File: src/rtl/wb_pkg.sv
// wb_pkg: shared widths, result-source codes, load funct3 codes and FSM states for the writeback stage
package wb_pkg;
    localparam int XLEN       = 32;
    localparam int REG_ADDR_W = 5;
    localparam logic [1:0] WB_SEL_ALU = 2'b00;
    localparam logic [1:0] WB_SEL_MEM = 2'b01;
    localparam logic [1:0] WB_SEL_PC4 = 2'b10;
    localparam logic [1:0] WB_SEL_IMM = 2'b11;
    localparam logic [2:0] FUNCT3_LB  = 3'b000;
    localparam logic [2:0] FUNCT3_LH  = 3'b001;
    localparam logic [2:0] FUNCT3_LW  = 3'b010;
    localparam logic [2:0] FUNCT3_LBU = 3'b100;
    localparam logic [2:0] FUNCT3_LHU = 3'b101;
    typedef enum logic {IDLE, WAIT_LOAD} wb_state_e;
endpackage

File: src/rtl/wb_if.sv
// wb_if: MEM-stage request, data-memory response and register-file write bundle
//   slave  : writeback_unit side (consumes in_*/dmem_*, drives in_ready, write port, status)
//   master : MEM stage / memory / register file side
interface wb_if;
    import wb_pkg::*;
    logic                  in_valid;
    logic                  in_ready;
    logic                  in_reg_write;
    logic [REG_ADDR_W-1:0] in_rd;
    logic [1:0]            in_wb_sel;
    logic [2:0]            in_funct3;
    logic [1:0]            in_addr_lo;
    logic [XLEN-1:0]       in_alu_result;
    logic [XLEN-1:0]       in_pc_plus4;
    logic [XLEN-1:0]       in_imm;
    logic                  dmem_rvalid;
    logic [XLEN-1:0]       dmem_rdata;
    logic                  reg_write;
    logic [REG_ADDR_W-1:0] rd;
    logic [XLEN-1:0]       rd_write_data;
    logic                  load_pending;
    logic [REG_ADDR_W-1:0] load_pending_rd;
    logic                  protocol_err;
    modport slave (
        input  in_valid, in_reg_write, in_rd, in_wb_sel, in_funct3, in_addr_lo,
               in_alu_result, in_pc_plus4, in_imm, dmem_rvalid, dmem_rdata,
        output in_ready, reg_write, rd, rd_write_data, load_pending, load_pending_rd, protocol_err
    );
    modport master (
        output in_valid, in_reg_write, in_rd, in_wb_sel, in_funct3, in_addr_lo,
               in_alu_result, in_pc_plus4, in_imm, dmem_rvalid, dmem_rdata,
        input  in_ready, reg_write, rd, rd_write_data, load_pending, load_pending_rd, protocol_err
    );
endinterface

File: src/rtl/load_align.sv
// load_align: selects the addressed byte/half of a load word and sign- or zero-extends it
//   rdata_i          raw aligned memory word
//   funct3_i         load width/sign code
//   addr_lo_i        byte address [1:0]
//   data_o           extended load result (unknown codes return the full word)
//   illegal_funct3_o funct3 is not a defined load code
module load_align
    import wb_pkg::*;
(
    input  logic [XLEN-1:0] rdata_i,
    input  logic [2:0]      funct3_i,
    input  logic [1:0]      addr_lo_i,
    output logic [XLEN-1:0] data_o,
    output logic            illegal_funct3_o
);
    logic [7:0]  byte_sel;
    logic [15:0] half_sel;
    assign byte_sel = rdata_i[{addr_lo_i, 3'b000} +: 8];
    assign half_sel = addr_lo_i[1] ? rdata_i[31:16] : rdata_i[15:0];
    assign data_o = funct3_i == FUNCT3_LB  ? {{24{byte_sel[7]}}, byte_sel} :
                    funct3_i == FUNCT3_LH  ? {{16{half_sel[15]}}, half_sel} :
                    funct3_i == FUNCT3_LBU ? {24'b0, byte_sel} :
                    funct3_i == FUNCT3_LHU ? {16'b0, half_sel} : rdata_i;
    assign illegal_funct3_o = !(funct3_i inside {FUNCT3_LB, FUNCT3_LH, FUNCT3_LW, FUNCT3_LBU, FUNCT3_LHU});
endmodule

File: src/rtl/writeback_unit.sv
// writeback_unit: RV32I WB stage; retires one instruction per cycle, stalls on outstanding loads
//   clk, rst : clock and synchronous active-high reset
//   bus      : wb_if.slave carrying MEM-stage request, dmem response, register-file write and hazard status
module writeback_unit
    import wb_pkg::*;
(
    input  logic clk,
    input  logic rst,
    wb_if.slave  bus
);
    wb_state_e             state_q, state_d;
    logic                  reg_write_q, reg_write_d;
    logic [REG_ADDR_W-1:0] rd_q, rd_d;
    logic [XLEN-1:0]       data_q, data_d;
    logic                  pend_q, pend_d;
    logic [REG_ADDR_W-1:0] pend_rd_q, pend_rd_d;
    logic                  err_q, err_d;
    logic                  ld_we_q, ld_we_d;
    logic [2:0]            ld_f3_q, ld_f3_d;
    logic [1:0]            ld_lo_q, ld_lo_d;
    logic [XLEN-1:0]       ld_data;
    logic                  ld_illegal;
    logic [XLEN-1:0]       src_data;
    // Alignment works on the captured funct3/addr_lo so the MEM stage may move on after the load is accepted.
    load_align u_align (
        .rdata_i          (bus.dmem_rdata),
        .funct3_i         (ld_f3_q),
        .addr_lo_i        (ld_lo_q),
        .data_o           (ld_data),
        .illegal_funct3_o (ld_illegal)
    );
    assign src_data = bus.in_wb_sel == WB_SEL_PC4 ? bus.in_pc_plus4 :
                      bus.in_wb_sel == WB_SEL_IMM ? bus.in_imm : bus.in_alu_result;
    always_comb begin
        state_d     = state_q;
        reg_write_d = 1'b0;
        rd_d        = rd_q;
        data_d      = data_q;
        pend_d      = pend_q;
        pend_rd_d   = pend_rd_q;
        err_d       = err_q;
        ld_we_d     = ld_we_q;
        ld_f3_d     = ld_f3_q;
        ld_lo_d     = ld_lo_q;
        if (state_q == IDLE) begin
            // A response with no load outstanding is an orphan and is dropped.
            if (bus.dmem_rvalid) err_d = 1'b1;
            if (bus.in_valid && bus.in_wb_sel == WB_SEL_MEM) begin
                state_d   = WAIT_LOAD;
                pend_d    = 1'b1;
                pend_rd_d = bus.in_rd;
                ld_we_d   = bus.in_reg_write && bus.in_rd != '0;
                ld_f3_d   = bus.in_funct3;
                ld_lo_d   = bus.in_addr_lo;
            end else if (bus.in_valid) begin
                reg_write_d = bus.in_reg_write && bus.in_rd != '0;
                rd_d        = bus.in_rd;
                data_d      = src_data;
            end
        end else if (bus.dmem_rvalid) begin
            state_d     = IDLE;
            reg_write_d = ld_we_q;
            rd_d        = pend_rd_q;
            data_d      = ld_data;
            pend_d      = 1'b0;
            pend_rd_d   = '0;
            err_d       = err_q | ld_illegal;
        end
    end
    always_ff @(posedge clk) begin
        if (rst) begin
            state_q     <= IDLE;
            reg_write_q <= 1'b0;
            rd_q        <= '0;
            data_q      <= '0;
            pend_q      <= 1'b0;
            pend_rd_q   <= '0;
            err_q       <= 1'b0;
            ld_we_q     <= 1'b0;
            ld_f3_q     <= '0;
            ld_lo_q     <= '0;
        end else begin
            state_q     <= state_d;
            reg_write_q <= reg_write_d;
            rd_q        <= rd_d;
            data_q      <= data_d;
            pend_q      <= pend_d;
            pend_rd_q   <= pend_rd_d;
            err_q       <= err_d;
            ld_we_q     <= ld_we_d;
            ld_f3_q     <= ld_f3_d;
            ld_lo_q     <= ld_lo_d;
        end
    end
    assign bus.in_ready        = state_q == IDLE;
    assign bus.reg_write       = reg_write_q;
    assign bus.rd              = rd_q;
    assign bus.rd_write_data   = data_q;
    assign bus.load_pending    = pend_q;
    assign bus.load_pending_rd = pend_rd_q;
    assign bus.protocol_err    = err_q;
endmodule

File: src/flat_wrapper.sv
// flat-port wrapper written by rule: the top's interface ports become plain ports
module writeback_unit_flat import wb_pkg::*;
  (clk, rst, bus_in_valid, bus_in_reg_write, bus_in_rd, bus_in_wb_sel, bus_in_funct3, bus_in_addr_lo, bus_in_alu_result, bus_in_pc_plus4, bus_in_imm, bus_dmem_rvalid, bus_dmem_rdata, bus_in_ready, bus_reg_write, bus_rd, bus_rd_write_data, bus_load_pending, bus_load_pending_rd, bus_protocol_err);
  wb_if bus_i ();
  input  logic clk;
  input  logic rst;
  input wire logic [$bits(bus_i.in_valid)-1:0] bus_in_valid;
  input wire logic [$bits(bus_i.in_reg_write)-1:0] bus_in_reg_write;
  input wire logic [$bits(bus_i.in_rd)-1:0] bus_in_rd;
  input wire logic [$bits(bus_i.in_wb_sel)-1:0] bus_in_wb_sel;
  input wire logic [$bits(bus_i.in_funct3)-1:0] bus_in_funct3;
  input wire logic [$bits(bus_i.in_addr_lo)-1:0] bus_in_addr_lo;
  input wire logic [$bits(bus_i.in_alu_result)-1:0] bus_in_alu_result;
  input wire logic [$bits(bus_i.in_pc_plus4)-1:0] bus_in_pc_plus4;
  input wire logic [$bits(bus_i.in_imm)-1:0] bus_in_imm;
  input wire logic [$bits(bus_i.dmem_rvalid)-1:0] bus_dmem_rvalid;
  input wire logic [$bits(bus_i.dmem_rdata)-1:0] bus_dmem_rdata;
  output wire logic [$bits(bus_i.in_ready)-1:0] bus_in_ready;
  output wire logic [$bits(bus_i.reg_write)-1:0] bus_reg_write;
  output wire logic [$bits(bus_i.rd)-1:0] bus_rd;
  output wire logic [$bits(bus_i.rd_write_data)-1:0] bus_rd_write_data;
  output wire logic [$bits(bus_i.load_pending)-1:0] bus_load_pending;
  output wire logic [$bits(bus_i.load_pending_rd)-1:0] bus_load_pending_rd;
  output wire logic [$bits(bus_i.protocol_err)-1:0] bus_protocol_err;
  assign bus_i.in_valid = bus_in_valid;
  assign bus_i.in_reg_write = bus_in_reg_write;
  assign bus_i.in_rd = bus_in_rd;
  assign bus_i.in_wb_sel = bus_in_wb_sel;
  assign bus_i.in_funct3 = bus_in_funct3;
  assign bus_i.in_addr_lo = bus_in_addr_lo;
  assign bus_i.in_alu_result = bus_in_alu_result;
  assign bus_i.in_pc_plus4 = bus_in_pc_plus4;
  assign bus_i.in_imm = bus_in_imm;
  assign bus_i.dmem_rvalid = bus_dmem_rvalid;
  assign bus_i.dmem_rdata = bus_dmem_rdata;
  assign bus_in_ready = bus_i.in_ready;
  assign bus_reg_write = bus_i.reg_write;
  assign bus_rd = bus_i.rd;
  assign bus_rd_write_data = bus_i.rd_write_data;
  assign bus_load_pending = bus_i.load_pending;
  assign bus_load_pending_rd = bus_i.load_pending_rd;
  assign bus_protocol_err = bus_i.protocol_err;
  writeback_unit u_core (.clk(clk), .rst(rst), .bus(bus_i));
endmodule
File: config.mk
export PLATFORM = sky130hd
export DESIGN_NAME = writeback_unit_flat
export DESIGN_NICKNAME = d
export VERILOG_FILES = /design/src/rtl/wb_pkg.sv /design/src/rtl/wb_if.sv /design/src/rtl/load_align.sv /design/src/rtl/writeback_unit.sv /design/src/flat_wrapper.sv
export SDC_FILE = /design/constraint.sdc
export NUM_CORES = 1
export LEC_CHECK = 0
export BUFFER_PORTS_ARGS = -buffer_cell sky130_fd_sc_hd__buf_4
export CAP_MARGIN = 20
export CORE_ASPECT_RATIO = 1.75
export CORE_UTILIZATION = 41
export CTS_CLUSTER_SIZE = 8
export DETAILED_ROUTE_END_ITERATION = 8
export PLACE_DENSITY = 0.8
export SYNTH_ARGS = -nofsm -noshare
export SYNTH_HDL_FRONTEND = slang
export SYNTH_SLANG_ARGS = --single-unit
File: constraint.sdc
create_clock -name clk -period 1.6 [get_ports clk]
set_input_delay 0.32 -clock clk [delete_from_list [all_inputs] [get_ports clk]]
set_output_delay 0.32 -clock clk [all_outputs]
set_load 0.005 [all_outputs]
==> impl_metrics.json <==
{
  "rows": 44,
  "skew_ns": 0.00740,
  "fp.coreArea_sq_um": 8310,
  "period_share": 1.00,
  "synthFlopType": "dfxtp_1",
  "critPathSlowestCell": "or4_4",
  "vdd_ir_drop_max_mv": 0.593,
  "r2r_slack_ns": 0.0007,
  "cts_buffers": 5,
  "layout-drive-gt1-share": 0.440,
  "crit_chain": "or4_4 > o221ai_4 > o211ai_1 > a21oi_1",
  "fp.dieArea_sq_um": 8990,
  "crit_fanout": 8,
  "yosysSeqAreaShare": 0.295,
  "max_stage_delay_ns": 0.57,
  "power.share.clock": 0.326,
  "finalHoldViolations": 0,
  "avgSynthCellArea_sq_um": 7.96,
  "yosys_warnings": 0,
  "synthArstFlopShare": 0,
  "power.share.combinational": 0.307,
  "grtUsageMet2": 0.544,
  "placed_cells": 742,
  "clk_latency_ns": 0.29,
  "power.switching_uw": 1120,
  "switching_share": 0.283,
  "grt_pass1_vias": 4161,
  "use_met1": 0.293,
  "nets": 783,
  "viasPerCell": 5.69,
  "cts_tree": "yes",
  "io_buffers": 190,
  "grt_pass1_wl_mm": 20.4,
  "drtIter0Drc": 449,
  "startpoint_type": "flip-flop",
  "routedWlPerCell_um": 18.0,
  "seq_power_share": 0.366,
  "design_area_sq_um": 5670,
  "power_density_nw_per_um2": 699,
  "ctsHoldBuffers": 0,
  "grt_use_total": 0.289,
  "gp_congestion": 0.908,
  "root_buffer": "clkbuf_16",
  "die_y_um": 125,
  "path_depth": 4,
  "yosysUniqueCellTypes": 42,
  "synth_edf_count": 0,
  "die_x_um": 72.1,
  "ff2ff_path_depth": 4,
  "arrival_ns": 1.83,
  "synthTopCellsByArea": "dfxtp_1 30%, mux2i_1 13%, a21oi_1 9.6%",
  "cap_violations": 0,
  "cp-end-kind": "flip-flop",
  "vias": 4291,
  "io_pins": 191,
  "antennaDiodeCount": 0,
  "cts_max_path_buffers": 2,
  "fin_cells": 754,
  "crit_path_start": "u_core.ld_f3_q[0]",
  "ys_seq_elements": 52,
  "antenna_found_initial": 0,
  "r2r-end": "u_core.bus.rd_write_data[9]",
  "rsz0062_at_grt": "true",
  "period_needed_ns": 1.60,
  "drt_pre_antenna_iters": 4,
  "hold_ws_ns": 0.265,
  "status": "finished, final reports clean",
  "hold_class": "input port to flip-flop",
  "crit_end": "u_core.bus.rd_write_data[9]",
  "worst_slew_pin_slew_ns": 0.526,
  "ys_top_cells_by_count": "68 x a21oi_1, 52 x dfxtp_1, 46 x mux2i_1",
  "ant_nets": 0,
  "p_leak_uw": 0.00242,
  "start_util": 0.424,
  "path_delay_family": "compound AO/OA/AOI/OAI gates",
  "clock_sinks": 52,
  "hpwl_mm": 10.1,
  "clk_pin_slew_worst_paths_ns": 0.07,
  "grt.busiest_layer": "met2",
  "max_freq_mhz": 625,
  "synthCells": 443,
  "h-tree-depth": 2,
  "path_class": "flip-flop to flip-flop",
  "dpl_cell_area_sq_um": 5230,
  "synth_top_cell_by_area": "dfxtp_1",
  "reg2reg_from": "u_core.ld_f3_q[0]",
  "finalSetupViolCount": 0,
  "drc": 0,
  "synthesis.nets": 588,
  "met3_usage": 0.0413,
  "grt_max_degree": 26,
  "synth_top_area_frac": 0.295,
  "syn-cell-area_sq_um": 3530,
  "cp_data_required_time_ns": 1.83,
  "drv_slew": 0,
  "synth_most_common_cell": "a21oi_1",
  "crit_buf_inv": 0,
  "relSlewSlack": 0.647,
  "area_growth_pct": 60.7,
  "finalWirelength_mm": 13.6,
  "grt_overflow_total": 0,
  "intPower_uw": 2840
}
routing by layer:
layer  up-vias  routed length [um]
met5         -                   0
met4         0                 546
met3        35                 841
met2       182                7420
met1      2018                4780
li1       2056                   -
per-stage QoR:
stage / setup slack, ns / power (uW) / TNS, ns / util
2_1_floorplan: 0.0605 / 1970 / 0 / -
3_3_place_gp: -0.341 / 2560 / -5.39 / 0.629
3_5_place_dp: -0.441 / 2600 / -6.57 / 0.629
4_1_cts: -0.0196 / 3890 / -0.0562 / 0.658
5_1_grt: -0.0791 / 4110 / -1.16 / 0.682
6_report: 0.000689 / 3960 / 0 / 0.682
how the worst min path moves through the flow:
stage	slack, ns	start	depth (start not counted)	endpoint
finish	0.26	bus_in_funct3[0]	3	u_core.ld_f3_q[0]
global route	0.27	bus_in_addr_lo[1]	3	u_core.ld_lo_q[1]
CTS	0.27	bus_in_funct3[2]	3	u_core.ld_f3_q[2]
detailed placement	0.45	u_core.bus.rd_write_data[13]	2	u_core.bus.rd_write_data[13]
global placement	0.44	u_core.ld_we_q	2	u_core.bus.reg_write
floorplan	0.44	u_core.ld_we_q	2	u_core.bus.reg_write
what timing repair did:
action,CTS,global route
resized for setup,18,41
buffers inserted,1,2
cloned,0,1
pin swaps,3,7
endpoints found under the setup margin,24,37
cell type report:
type / count / area [sq um]
well taps: 115 / 144
clock inverters: 2 / 38.8
repair buffers: 235 / 1840
clock buffers: 6 / 139
multi-input cells: 326 / 2390
flip-flops and latches: 52 / 1050
inverters: 18 / 67.6
fillers: 671 / 2640
layout by cell type (no fill, tap or decap), drive strengths merged, types with 8 or more instances in the layout:
cell     count
inv         17
nand3       13
a2bb2oi     24
nor2        31
buf        235
a31oi       17
a2111oi     17
a21oi       68
a211oi      14
nand2       36
nand3b       9
mux2i       46
dfxtp       52
o211ai       8
nand4b       8
state kept, by name, summed over array words and instances, names as in the netlist:
register                    count
u_core.ld_lo_q                  2
u_core.bus.rd                   5
u_core.bus.load_pending_rd      5
u_core.bus.reg_write            1
u_core.ld_f3_q                  3
u_core.bus.protocol_err         1
u_core.ld_we_q                  1
u_core.bus.rd_write_data       32
u_core.state_q                  1
u_core.bus.load_pending         1
kinds of logic (layout without fill, tap and decap cells):
group / after synthesis / count (layout) / synth area share
buffers and inverters: 65 / 261 / 0.0841
AND/OR/NAND/NOR: 117 / 117 / 0.176
multiplexers: 46 / 46 / 0.131
AO/OA/AOI/OAI: 163 / 163 / 0.314
flip-flops: 52 / 52 / 0.295
power groups by stage:
stage	clock network [uW]	registers, uW	logic, uW
detailed placement	0	1480	1120
CTS	1300	1450	1140
global placement	0	1470	1090
floorplan	0	1480	491
global route	1350	1460	1300
finish	1290	1450	1220
worst reg2reg max path: cells and delay by family, from the launching register on:
family,cells,cell delay (ns)
AOI/OAI and AO/OA,3,0.62
DFF,1,0.35
and+or+nand+nor,1,0.57
Power figures use the tool's default switching activity.
